**src/rtl/ps2_mouse_packet_decoder_pkg.sv**
```systemverilog
// Shared definitions for the PS/2 mouse packet decoder: FSM encoding and
// bit positions inside the first (status) byte of a mouse packet.
package ps2_mouse_pkg;

  typedef enum logic [1:0] {
    ST_IDLE = 2'd0,
    ST_B1   = 2'd1,
    ST_B2   = 2'd2,
    ST_B3   = 2'd3
  } state_t;

  localparam int BTN_L = 0;
  localparam int BTN_R = 1;
  localparam int BTN_M = 2;
  localparam int SYNC  = 3;
  localparam int XS    = 4;
  localparam int YS    = 5;
  localparam int XO    = 6;
  localparam int YO    = 7;

endpackage

```
**src/rtl/ps2_mouse_packet_decoder_if.sv**
```systemverilog
// Byte stream in from the PS/2 receiver, decoded mouse state out to the
// cursor/object logic.
interface ps2_mouse_packet_decoder_if #(
  parameter int POS_W = 10
);
  logic [7:0]        byte_data;
  logic              byte_ready;
  logic              pkt_valid;
  logic [2:0]        btn;
  logic signed [8:0] delta_x;
  logic signed [8:0] delta_y;
  logic signed [3:0] wheel;
  logic [8:0]        vx;
  logic [8:0]        vy;
  logic              dirx;
  logic              diry;
  logic [POS_W-1:0]  pos_x;
  logic [POS_W-1:0]  pos_y;
  logic [7:0]        err_cnt;

  modport master (
    output byte_data, byte_ready,
    input  pkt_valid, btn, delta_x, delta_y, wheel, vx, vy, dirx, diry,
           pos_x, pos_y, err_cnt
  );

  modport slave (
    input  byte_data, byte_ready,
    output pkt_valid, btn, delta_x, delta_y, wheel, vx, vy, dirx, diry,
           pos_x, pos_y, err_cnt
  );
endinterface

```
**src/rtl/ps2_mouse_packet_decoder_ready_edge.sv**
```systemverilog
// Samples the receiver's ready level and emits a one-cycle accept pulse on
// each rising edge, one clock after the 0->1 pattern is seen.
module ps2_ready_edge (
  input  logic clk,
  input  logic rst,
  input  logic byte_ready,
  output logic accept
);
  logic [1:0] samp_p0;

  always_ff @(posedge clk) begin
    if (rst) begin
      samp_p0 <= 2'b00;
      accept  <= 1'b0;
    end else begin
      samp_p0 <= {samp_p0[0], byte_ready};
      accept  <= (samp_p0 == 2'b01);
    end
  end
endmodule

```
**src/rtl/ps2_mouse_packet_decoder.sv**
```systemverilog
// Assembles PS/2 mouse bytes into packets and derives buttons, deltas,
// velocity, clamped screen position and a sync/timeout error count.
module ps2_mouse_packet_decoder
  import ps2_mouse_pkg::*;
#(
  parameter int PKT_BYTES   = 3,
  parameter int TIMEOUT_CYC = 9_999_999,
  parameter int VEL_SHIFT   = 1,
  parameter int POS_W       = 10,
  parameter int X_MAX       = 590,
  parameter int Y_MAX       = 430,
  parameter int INIT_X      = 320,
  parameter int INIT_Y      = 240
) (
  input logic                     clk,
  input logic                     rst,
  ps2_mouse_packet_decoder_if.slave bus
);
  localparam int CNT_W = $clog2(TIMEOUT_CYC + 1);
  localparam logic [CNT_W-1:0] TO_LAST = CNT_W'(TIMEOUT_CYC - 1);
  localparam logic [CNT_W-1:0] TO_FULL = CNT_W'(TIMEOUT_CYC);
  localparam logic signed [POS_W+1:0] X_MAX_S = (POS_W+2)'(X_MAX);
  localparam logic signed [POS_W+1:0] Y_MAX_S = (POS_W+2)'(Y_MAX);

  function automatic logic signed [8:0] sat_delta(input logic sgn, input logic ovf,
                                                  input logic [7:0] mag);
    if (ovf) return sgn ? 9'sh100 : 9'sh0FF;
    return $signed({sgn, mag});
  endfunction

  function automatic logic [8:0] mag9(input logic signed [8:0] s);
    logic signed [9:0] w;
    w = s;
    if (w < 0) w = -w;
    return w[8:0];
  endfunction

  function automatic logic [POS_W-1:0] clamp_pos(input logic signed [POS_W+1:0] n,
                                                 input logic signed [POS_W+1:0] hi);
    if (n < 0) return '0;
    if (n > hi) return hi[POS_W-1:0];
    return n[POS_W-1:0];
  endfunction

  state_t            state_q, state_d;
  logic              vld_p0, vld_p1, last, drop, abort, timeout;
  logic [CNT_W-1:0]  idle_cnt;
  logic [2:0]        btn_p1;
  logic [3:0]        flags_p1;
  logic [7:0]        b1_p1, b2_p1;
  logic [3:0]        b3_p1;
  logic signed [8:0] dx_p1, dy_p1, sx_p1, sy_p1;
  logic signed [POS_W+1:0] nx_p1, ny_p1;

  ps2_ready_edge u_edge (
    .clk        (clk),
    .rst        (rst),
    .byte_ready (bus.byte_ready),
    .accept     (vld_p0)
  );

  // An accept in the same cycle always pre-empts the timeout.
  assign timeout = !vld_p0 && (idle_cnt == TO_LAST);

  always_comb begin
    state_d = state_q;
    last    = 1'b0;
    drop    = 1'b0;
    abort   = 1'b0;
    if (vld_p0) begin
      case (state_q)
        ST_IDLE: if (bus.byte_data[SYNC]) state_d = ST_B1;
                 else drop = 1'b1;
        ST_B1:   state_d = ST_B2;
        ST_B2:   if (PKT_BYTES == 4) state_d = ST_B3;
                 else begin state_d = ST_IDLE; last = 1'b1; end
        default: begin state_d = ST_IDLE; last = 1'b1; end
      endcase
    end else if (timeout && state_q != ST_IDLE) begin
      state_d = ST_IDLE;
      abort   = 1'b1;
    end
  end

  // p0 -> p1: capture accepted bytes into their packet slots
  always_ff @(posedge clk) begin
    if (rst) begin
      state_q  <= ST_IDLE;
      vld_p1   <= 1'b0;
      idle_cnt <= '0;
    end else begin
      state_q <= state_d;
      vld_p1  <= last;
      if (vld_p0)                  idle_cnt <= '0;
      else if (idle_cnt != TO_FULL) idle_cnt <= idle_cnt + 1'b1;
    end
  end

  always_ff @(posedge clk) begin
    if (vld_p0) begin
      case (state_q)
        ST_IDLE: begin
          btn_p1   <= bus.byte_data[BTN_M:BTN_L];
          flags_p1 <= bus.byte_data[YO:XS];
        end
        ST_B1:   b1_p1 <= bus.byte_data;
        ST_B2:   b2_p1 <= bus.byte_data;
        default: b3_p1 <= bus.byte_data[3:0];
      endcase
    end
  end

  assign dx_p1 = sat_delta(flags_p1[XS-XS], flags_p1[XO-XS], b1_p1);
  assign dy_p1 = sat_delta(flags_p1[YS-XS], flags_p1[YO-XS], b2_p1);
  assign sx_p1 = dx_p1 >>> VEL_SHIFT;
  assign sy_p1 = dy_p1 >>> VEL_SHIFT;
  assign nx_p1 = $signed({2'b00, bus.pos_x}) + $signed({{(POS_W-7){sx_p1[8]}}, sx_p1});
  assign ny_p1 = $signed({2'b00, bus.pos_y}) - $signed({{(POS_W-7){sy_p1[8]}}, sy_p1});

  // p1 -> outputs: register decoded packet and update position
  always_ff @(posedge clk) begin
    if (rst) begin
      bus.pkt_valid <= 1'b0;
      bus.btn       <= '0;
      bus.delta_x   <= '0;
      bus.delta_y   <= '0;
      bus.wheel     <= '0;
      bus.vx        <= '0;
      bus.vy        <= '0;
      bus.dirx      <= 1'b0;
      bus.diry      <= 1'b0;
      bus.pos_x     <= POS_W'(INIT_X);
      bus.pos_y     <= POS_W'(INIT_Y);
      bus.err_cnt   <= '0;
    end else begin
      bus.pkt_valid <= vld_p1;
      if (vld_p1) begin
        bus.btn     <= btn_p1;
        bus.delta_x <= dx_p1;
        bus.delta_y <= dy_p1;
        bus.wheel   <= (PKT_BYTES == 4) ? $signed(b3_p1) : 4'sd0;
        bus.vx      <= mag9(sx_p1);
        bus.vy      <= mag9(sy_p1);
        bus.dirx    <= ~dx_p1[8];
        bus.diry    <= ~dy_p1[8];
        bus.pos_x   <= clamp_pos(nx_p1, X_MAX_S);
        bus.pos_y   <= clamp_pos(ny_p1, Y_MAX_S);
      end else if (timeout) begin
        bus.vx <= '0;
        bus.vy <= '0;
      end
      if ((drop || abort) && bus.err_cnt != 8'hFF) bus.err_cnt <= bus.err_cnt + 8'd1;
    end
  end
endmodule

```
**src/flat_wrapper.sv**
```systemverilog
// flat-port wrapper written by rule: the top's interface ports become plain ports
module ps2_mouse_packet_decoder_flat import ps2_mouse_pkg::*;
#(
  parameter int PKT_BYTES   = 3,
  parameter int TIMEOUT_CYC = 9_999_999,
  parameter int VEL_SHIFT   = 1,
  parameter int POS_W       = 10,
  parameter int X_MAX       = 590,
  parameter int Y_MAX       = 430,
  parameter int INIT_X      = 320,
  parameter int INIT_Y      = 240
)
  (clk, rst, bus_byte_data, bus_byte_ready, bus_pkt_valid, bus_btn, bus_delta_x, bus_delta_y, bus_wheel, bus_vx, bus_vy, bus_dirx, bus_diry, bus_pos_x, bus_pos_y, bus_err_cnt);
  ps2_mouse_packet_decoder_if #(.POS_W(POS_W)) bus_i ();
  input logic clk;
  input logic rst;
  input wire logic [$bits(bus_i.byte_data)-1:0] bus_byte_data;
  input wire logic [$bits(bus_i.byte_ready)-1:0] bus_byte_ready;
  output wire logic [$bits(bus_i.pkt_valid)-1:0] bus_pkt_valid;
  output wire logic [$bits(bus_i.btn)-1:0] bus_btn;
  output wire logic [$bits(bus_i.delta_x)-1:0] bus_delta_x;
  output wire logic [$bits(bus_i.delta_y)-1:0] bus_delta_y;
  output wire logic [$bits(bus_i.wheel)-1:0] bus_wheel;
  output wire logic [$bits(bus_i.vx)-1:0] bus_vx;
  output wire logic [$bits(bus_i.vy)-1:0] bus_vy;
  output wire logic [$bits(bus_i.dirx)-1:0] bus_dirx;
  output wire logic [$bits(bus_i.diry)-1:0] bus_diry;
  output wire logic [$bits(bus_i.pos_x)-1:0] bus_pos_x;
  output wire logic [$bits(bus_i.pos_y)-1:0] bus_pos_y;
  output wire logic [$bits(bus_i.err_cnt)-1:0] bus_err_cnt;
  assign bus_i.byte_data = bus_byte_data;
  assign bus_i.byte_ready = bus_byte_ready;
  assign bus_pkt_valid = bus_i.pkt_valid;
  assign bus_btn = bus_i.btn;
  assign bus_delta_x = bus_i.delta_x;
  assign bus_delta_y = bus_i.delta_y;
  assign bus_wheel = bus_i.wheel;
  assign bus_vx = bus_i.vx;
  assign bus_vy = bus_i.vy;
  assign bus_dirx = bus_i.dirx;
  assign bus_diry = bus_i.diry;
  assign bus_pos_x = bus_i.pos_x;
  assign bus_pos_y = bus_i.pos_y;
  assign bus_err_cnt = bus_i.err_cnt;
  ps2_mouse_packet_decoder #(.PKT_BYTES(PKT_BYTES), .TIMEOUT_CYC(TIMEOUT_CYC), .VEL_SHIFT(VEL_SHIFT), .POS_W(POS_W), .X_MAX(X_MAX), .Y_MAX(Y_MAX), .INIT_X(INIT_X), .INIT_Y(INIT_Y)) u_core (.clk(clk), .rst(rst), .bus(bus_i));
endmodule
```
**config.mk**
```make
export PLATFORM = sky130hd
export DESIGN_NAME = ps2_mouse_packet_decoder_flat
export DESIGN_NICKNAME = d
export VERILOG_FILES = /design/src/rtl/ps2_mouse_packet_decoder_pkg.sv /design/src/rtl/ps2_mouse_packet_decoder_if.sv /design/src/rtl/ps2_mouse_packet_decoder_ready_edge.sv /design/src/rtl/ps2_mouse_packet_decoder.sv /design/src/flat_wrapper.sv
export SDC_FILE = /design/constraint.sdc
export NUM_CORES = 1
export LEC_CHECK = 0
export CAP_MARGIN = 20
export CORE_ASPECT_RATIO = 0.7
export CORE_MARGIN = 4
export CORE_UTILIZATION = 50
export DETAILED_ROUTE_END_ITERATION = 8
export GPL_ROUTABILITY_DRIVEN = 0
export GPL_TIMING_DRIVEN = 0
export PLACE_DENSITY_LB_ADDON = 0.1
export SLEW_MARGIN = 0
export SYNTH_ARGS = -nofsm -noshare
export SYNTH_HDL_FRONTEND = slang
export SYNTH_HIERARCHICAL = 1
export SYNTH_SLANG_ARGS = --single-unit
```
**constraint.sdc**
```tcl
create_clock -name clk -period 3.1 [get_ports clk]
set_clock_uncertainty 0.15 [all_clocks]
set_input_delay 0.31 -clock clk [delete_from_list [all_inputs] [get_ports clk]]
set_output_delay 0.31 -clock clk [all_outputs]
set_load 0.1 [all_outputs]
```
After elaboration in Yosys (flattened, before gate mapping) --
Index checks and enable logic that the tools add are counted.
Storage, ports and cells: memories kept 0, output and inout port bits 74, bits in registers 123, ROM bits 0, logic and storage cells 103, bits in writable memories 0, latch bits 0, input port bits 11
Cells by class: order comparisons 6, divide/modulo/power cells 0, bitwise gates (word level) 3, add/sub/neg operators 6, reductions and logical operators 16, shifts and indexed selects 0, multiply operators 0, muxes and demuxes 45, eq/ne operators 7
Operator list (number):
- $mux W9 | 11
- $mux W10 | 8
- $add A24 B1 Y24 const B | 1
- $eq A24 B24 Y1 const B | 1
- $lt A12 B1 Y1 const B | 2
- $ne A24 B24 Y1 const B | 1
- $mux W1 | 22
- $neg A8 Y9 | 2
- $lt A8 B1 Y1 const B | 2
- $add A11 B8 Y12 | 1
- $gt A12 B10 Y1 const B | 1
- $gt A12 B11 Y1 const B | 1
- $sub A11 B8 Y12 | 1
- $add A8 B1 Y8 const B | 1
- $ne A8 B8 Y1 const B | 1
- $reduce_and A2 Y1 | 4
- $mux W2 | 3
- $reduce_bool A2 Y1 | 3
- $reduce_or A2 Y1 | 3
- $eq A2 B1 Y1 const B | 2
- $pmux W2 S2 | 1
- $logic_and A1 B1 Y1 | 3
- $ne A3 B3 Y1 const B | 1
- $not A1 Y1 | 3
- 4 further kinds | 4

Logic depth before layout (Yosys ltp) --
word-level depth 13, depth in mapped cells 17

By module --
The synthesis kept the hierarchy.
Modules (own cells, without submodules):
- ps2_mouse_packet_decoder | cells each 723, area each 6424.9 µm², seq. area each 2632.5 µm², instances 1
- ps2_ready_edge | cells each 6, area each 85.1 µm², seq. area each 60.1 µm², instances 1

Worst setup path before layout --
Ideal clock, no wire load.
path type reg-to-reg, start point reg u_core/bus.pos_y[0] in the netlist's numbering, end point reg u_core/bus.pos_y[6] in the netlist's numbering, setup time 122 ps, data arrival time 3236 ps, cell stages (with the launch flop) 14, setup slack -408 ps, required time 2828 ps, cell sequence dfxtp_1 -> inv_1 -> ha_1 -> inv_1 -> ha_1 -> a31oi_1 -> xnor2_1 -> nor2_1 -> or4b_1 -> a21boi_1 -> o211a_1 -> buf_6 -> nor3_1 -> a221o_1
On the way: longest elaborated chain between the ends 8, elaborated cells on any way between the ends 13, classes of those cells add/sub (1); order compare (2); mux (10)
RTL lines:
- start, declared | line ps2_mouse_packet_decoder_if.sv:30 | pos_x, pos_y, err_cnt
- start signal, assigned | line ps2_mouse_packet_decoder.sv:133 | bus.pos_y <= POS_W'(INIT_Y);
- start signal, assigned | line ps2_mouse_packet_decoder.sv:147 | bus.pos_y <= clamp_pos(ny_p1, Y_MAX_S);
- $sub A11 B8 Y12 (*) | line ps2_mouse_packet_decoder.sv:118 | assign ny_p1 = $signed({2'b00, bus.pos_y}) - $signed({{(POS_W-7){sy_p1[8]}}, sy_p1});
- $gt A12 B10 Y1 | line ps2_mouse_packet_decoder.sv:41 | if (n > hi) return hi[POS_W-1:0];
- $mux W1 (2 in a row) | line ps2_mouse_packet_decoder.sv:41
- $mux W1 | line ps2_mouse_packet_decoder.sv:137 | if (vld_p1) begin
- $mux W1 | line ps2_mouse_packet_decoder.sv:122 | if (rst) begin
- $mux W10 | line ps2_mouse_packet_decoder.sv:42 | return n[POS_W-1:0];
- $mux W10 (*) | line ps2_mouse_packet_decoder.sv:41
Every way passes the cells marked *; elsewhere a longest branch is shown, timed or not. The select of a mux whose other input is x is not followed. A chain may end at the register's enable or synchronous reset.

Worst setup path after layout --
start point reg u_core.flags_p1[3], end point reg u_core/bus.pos_y[0] in the netlist's numbering
On the way: longest elaborated chain between the ends 10, elaborated cells on any way between the ends 15, classes of those cells add/sub (1); order compare (2); mux (12)
RTL lines:
- start, declared | line ps2_mouse_packet_decoder.sv:49 | logic [3:0] flags_p1;
- start signal, assigned | line ps2_mouse_packet_decoder.sv:104 | flags_p1 <= bus.byte_data[YO:XS];
- $mux W1 (*) | line ps2_mouse_packet_decoder.sv:27 | if (ovf) return sgn ? 9'sh100 : 9'sh0FF;
- $mux W9 (*) | line ps2_mouse_packet_decoder.sv:28 | return $signed({sgn, mag});
- via u_core.dy_p1[1] | line ps2_mouse_packet_decoder.sv:52 | logic signed [8:0] dx_p1, dy_p1, sx_p1, sy_p1;
- $sub A11 B8 Y12 (*) | line ps2_mouse_packet_decoder.sv:118
- $gt A12 B10 Y1 | line ps2_mouse_packet_decoder.sv:41
- $mux W1 (2 in a row) | line ps2_mouse_packet_decoder.sv:41
- $mux W1 | line ps2_mouse_packet_decoder.sv:137
- $mux W1 | line ps2_mouse_packet_decoder.sv:122
- $mux W10 | line ps2_mouse_packet_decoder.sv:42
- $mux W10 (*) | line ps2_mouse_packet_decoder.sv:41
The timed path passes the listed nets; every way through them passes the cells marked *. The select of a mux whose other input is x is not followed.

==> out/metrics.cfg <==
[die]
core_mm2 = 0.0126
floorplan.initialDensity_pct = 51.7
pin_count = 85
die_area_mm2 = 0.0149
rows = 34
die_x_um = 144
fp.dieH_um = 103

[hold_path]
hold-path-cell-count = 1
hp-class = reg -> reg

[synthesis]
synth_top_area_share_pct = 30.8
synth_compound_area_share_pct = 19.8
synth_ff_type = dfxtp_1
synth_xor_area_share_pct = 8.00
ys_top_cells_by_area = dfxtp_1 (31%), edfxtp_1 (11%), nor2_1 (5.2%), a21oi_1 (4.4%), ha_1 (4.2%)
async_flop_share_pct = 0
synthMuxAreaShare_pct = 0.923
synth_area_per_cell_um2 = 8.93
synth_seq_area_share_pct = 41.4
synth_top_family_by_area = simple AND/OR/NAND/NOR gates
netlist_area_mm2 = 0.00651
synth_cell_types = 82
synth-edff-count = 23
ys.warnings.count = 6
synth-simple-area-share_pct = 20.3
synth_area_leader_cell = dfxtp_1
ys_seq_elements = 123
syn-instance-count = 729
synthAdderAreaFrac_pct = 4.69

[setup_path]
criticalPathCategory = reg -> reg
slowest_stage = or4_4
critical_path.top_delay_family = compound AO/OA/AOI/OAI gates
endpoint_kind = flop
slowest_delay_ns = 0.55
crit_chain = buf_6 > inv_6 > buf_12 > a21oi_4 > inv_2 > ha_4 > inv_6 > a31oi_4 > o31ai_4 > buf_6 > a221oi_4 > nand3_2 > o311ai_4 > o2111ai_4 > or4_4 > a21oi_2
required_ns = 3.28
worstPathArrival_ns = 3.50
worstSetupStartpointType = flop
path_max_fanout = 6
rrSetupSlack_ns = -0.22
crit_cells = 16
reg2regPathDepth = 16
crit_buf_inv = 6

[timing]
fin_crit_ns = 3.32
finalHoldViolations = 0
timing.fmax_ghz = 0.301
slew_headroom_pct = 33.7
drv_slew = 0
setup_viol = 16
rsz0062_at_grt = true
worst_slack_ns = -0.221
tightest_slew_ns = 0.991
finalCritPeriodShare_pct = 107

[clock_tree]
clk_pin_slew_ns = 0.06
worstSkewPairLatency_ns = 0.41
htreeDepth = 4
cts_sinks = 123
cts_buffers = 17
postCtsHoldBufs = 0
cts_tree = yes
cts_root_buf = clkbuf_16
cts_buffer_depth = 2

[layout]
stdcell_count = 1046
layout_common_cells = dfxtp_1 (92), nor2_1 (88), clkdlybuf4s50_1 (80), nand2_1 (53), a21oi_1 (41)
final_common_cell = dfxtp_1
drive_above_1_share_pct = 20.8
finish.instance_area_mm2 = 0.00893
diodes = 0
num-fill-cells = 926
final_nets = 906
area_growth_pct = 37.1

[power_and_ir_drop]
power_frac_clock_pct = 49.8
p_sw_uw = 912
p_comb_share_pct = 7.9
power_frac_seq_pct = 42.3
ir_worst_vdd_uv = 421
powerDensity_mw_per_mm2 = 436
leakagePower_nw = 3.18
p_sw_share_pct = 23.5
p_int_mw = 2.98

[place]
portBuffers = 80
dp_hpwl_mm = 13.8
place_area_mm2 = 0.00763
placed_cells = 974

[route]
via_per_inst = 5.98
drt.antenna.violating_nets = 0
drt-total-wl_mm = 20.3
drtIter0Drc = 588
firstDrtPassIters = 5
vias = 6260
wl_per_cell_um = 19.5
drc = 0

[global_routing]
grt_pass1_wl_mm = 31.1
grt_start_max_net_pins = 17
antenna_found_initial = 0
track_usage_pct = 26.7
overflow = 0
grt_pass1_vias = 5958

[outcome]
outcome = complete, but fails checks
violations = setup timing

[flow_run]
maxCapViolCount = 0

## sequential cells by signal (all words and copies together) (netlist names), 4 cells and up
name / count
u_core/bus.vx: 9
u_core/bus.delta_x: 9
u_core/bus.pos_y: 10
u_core/flags_p1: 4
u_core/bus.err_cnt: 8
u_core/bus.delta_y: 9
u_core/bus.pos_x: 10
u_core/b2_p1: 8
u_core/idle_cnt: 24
u_core/bus.vy: 9
u_core/b1_p1: 8
## metrics by stage
stage	hold WS [ns]	power [mW]	TNS (ns)	utilization, %	setup slack (ns)
floorplan	0.231	1.85	-0.355	-	-0.112
global placement	0.246	1.91	-7.86	60.6	-0.628
detailed placement	0.251	1.92	-9.39	60.6	-0.747
CTS	0.285	3.87	-1.46	68.5	-0.238
global route	0.302	4.01	-3.67	70.9	-0.334
finish	0.282	3.89	-2.27	70.9	-0.221
## final cells by class
cell class / count / area (µm²) / share of cell area (%)
clock buffer: 21 / 460 / 5.16
multi-input combinational: 540 / 3950 / 44.2
tap: 162 / 203 / 2.27
buffer: 41 / 218 / 2.44
sequential: 123 / 2700 / 30.3
inverter: 26 / 115 / 1.29
timing repair buffer: 123 / 1170 / 13.1
clock inverter: 10 / 115 / 1.29
## power by group through the flow
stage               Combinational, mW  Clock (mW)  Sequential, mW
floorplan                       0.165           0            1.68
global placement                0.229           0            1.68
detailed placement              0.235           0            1.68
CTS                             0.273        1.95            1.65
global route                    0.321        2.04            1.65
finish                          0.306        1.94            1.65
## per-layer routing
metal	vias to the layer above	wire, µm	GRT usage, %
met5	-	0	0
met1	2997	8810	37.5
li1	2894	-	-
met4	0	245	7.53
met2	333	9500	42.6
met3	36	1790	4.64
## final timing paths
path                                  from                    to
setup / recovery        u_core/flags_p1[3]   u_core/bus.pos_y[0]
hold / removal    u_core/u_edge/samp_p0[1]  u_core/u_edge/accept
setup reg to reg        u_core/flags_p1[3]   u_core/bus.pos_y[0]
hold reg to reg   u_core/u_edge/samp_p0[1]  u_core/u_edge/accept
## Yosys cell counts, types with 22 or more instances
master and n:
nand2_1 56, xnor2_1 30, inv_1 23, edfxtp_1 23, ha_1 22, nor2_1 90, nand3_1 30, xor2_1 25
a21oi_1 57, dfxtp_1 100, o21ai_0 29, nor3_1 23
## repair_timing
action,CTS,global route
gates resized for setup,43,49
endpoints found under the setup margin,19,23
buffers inserted,28,16
pin swaps,24,31
## kinds of logic (layout without fill, tap and decap cells)
family / Yosys count / count (layout)
other: 1 / 4
AOI/OAI and AO/OA: 182 / 182
adders and majority gates: 24 / 24
buffers and inverters: 69 / 221
xor gates and xnor gates: 57 / 57
and+or+nand+nor: 267 / 267
muxes: 6 / 6
DFF: 123 / 123
Power figures use the tool's default switching activity.
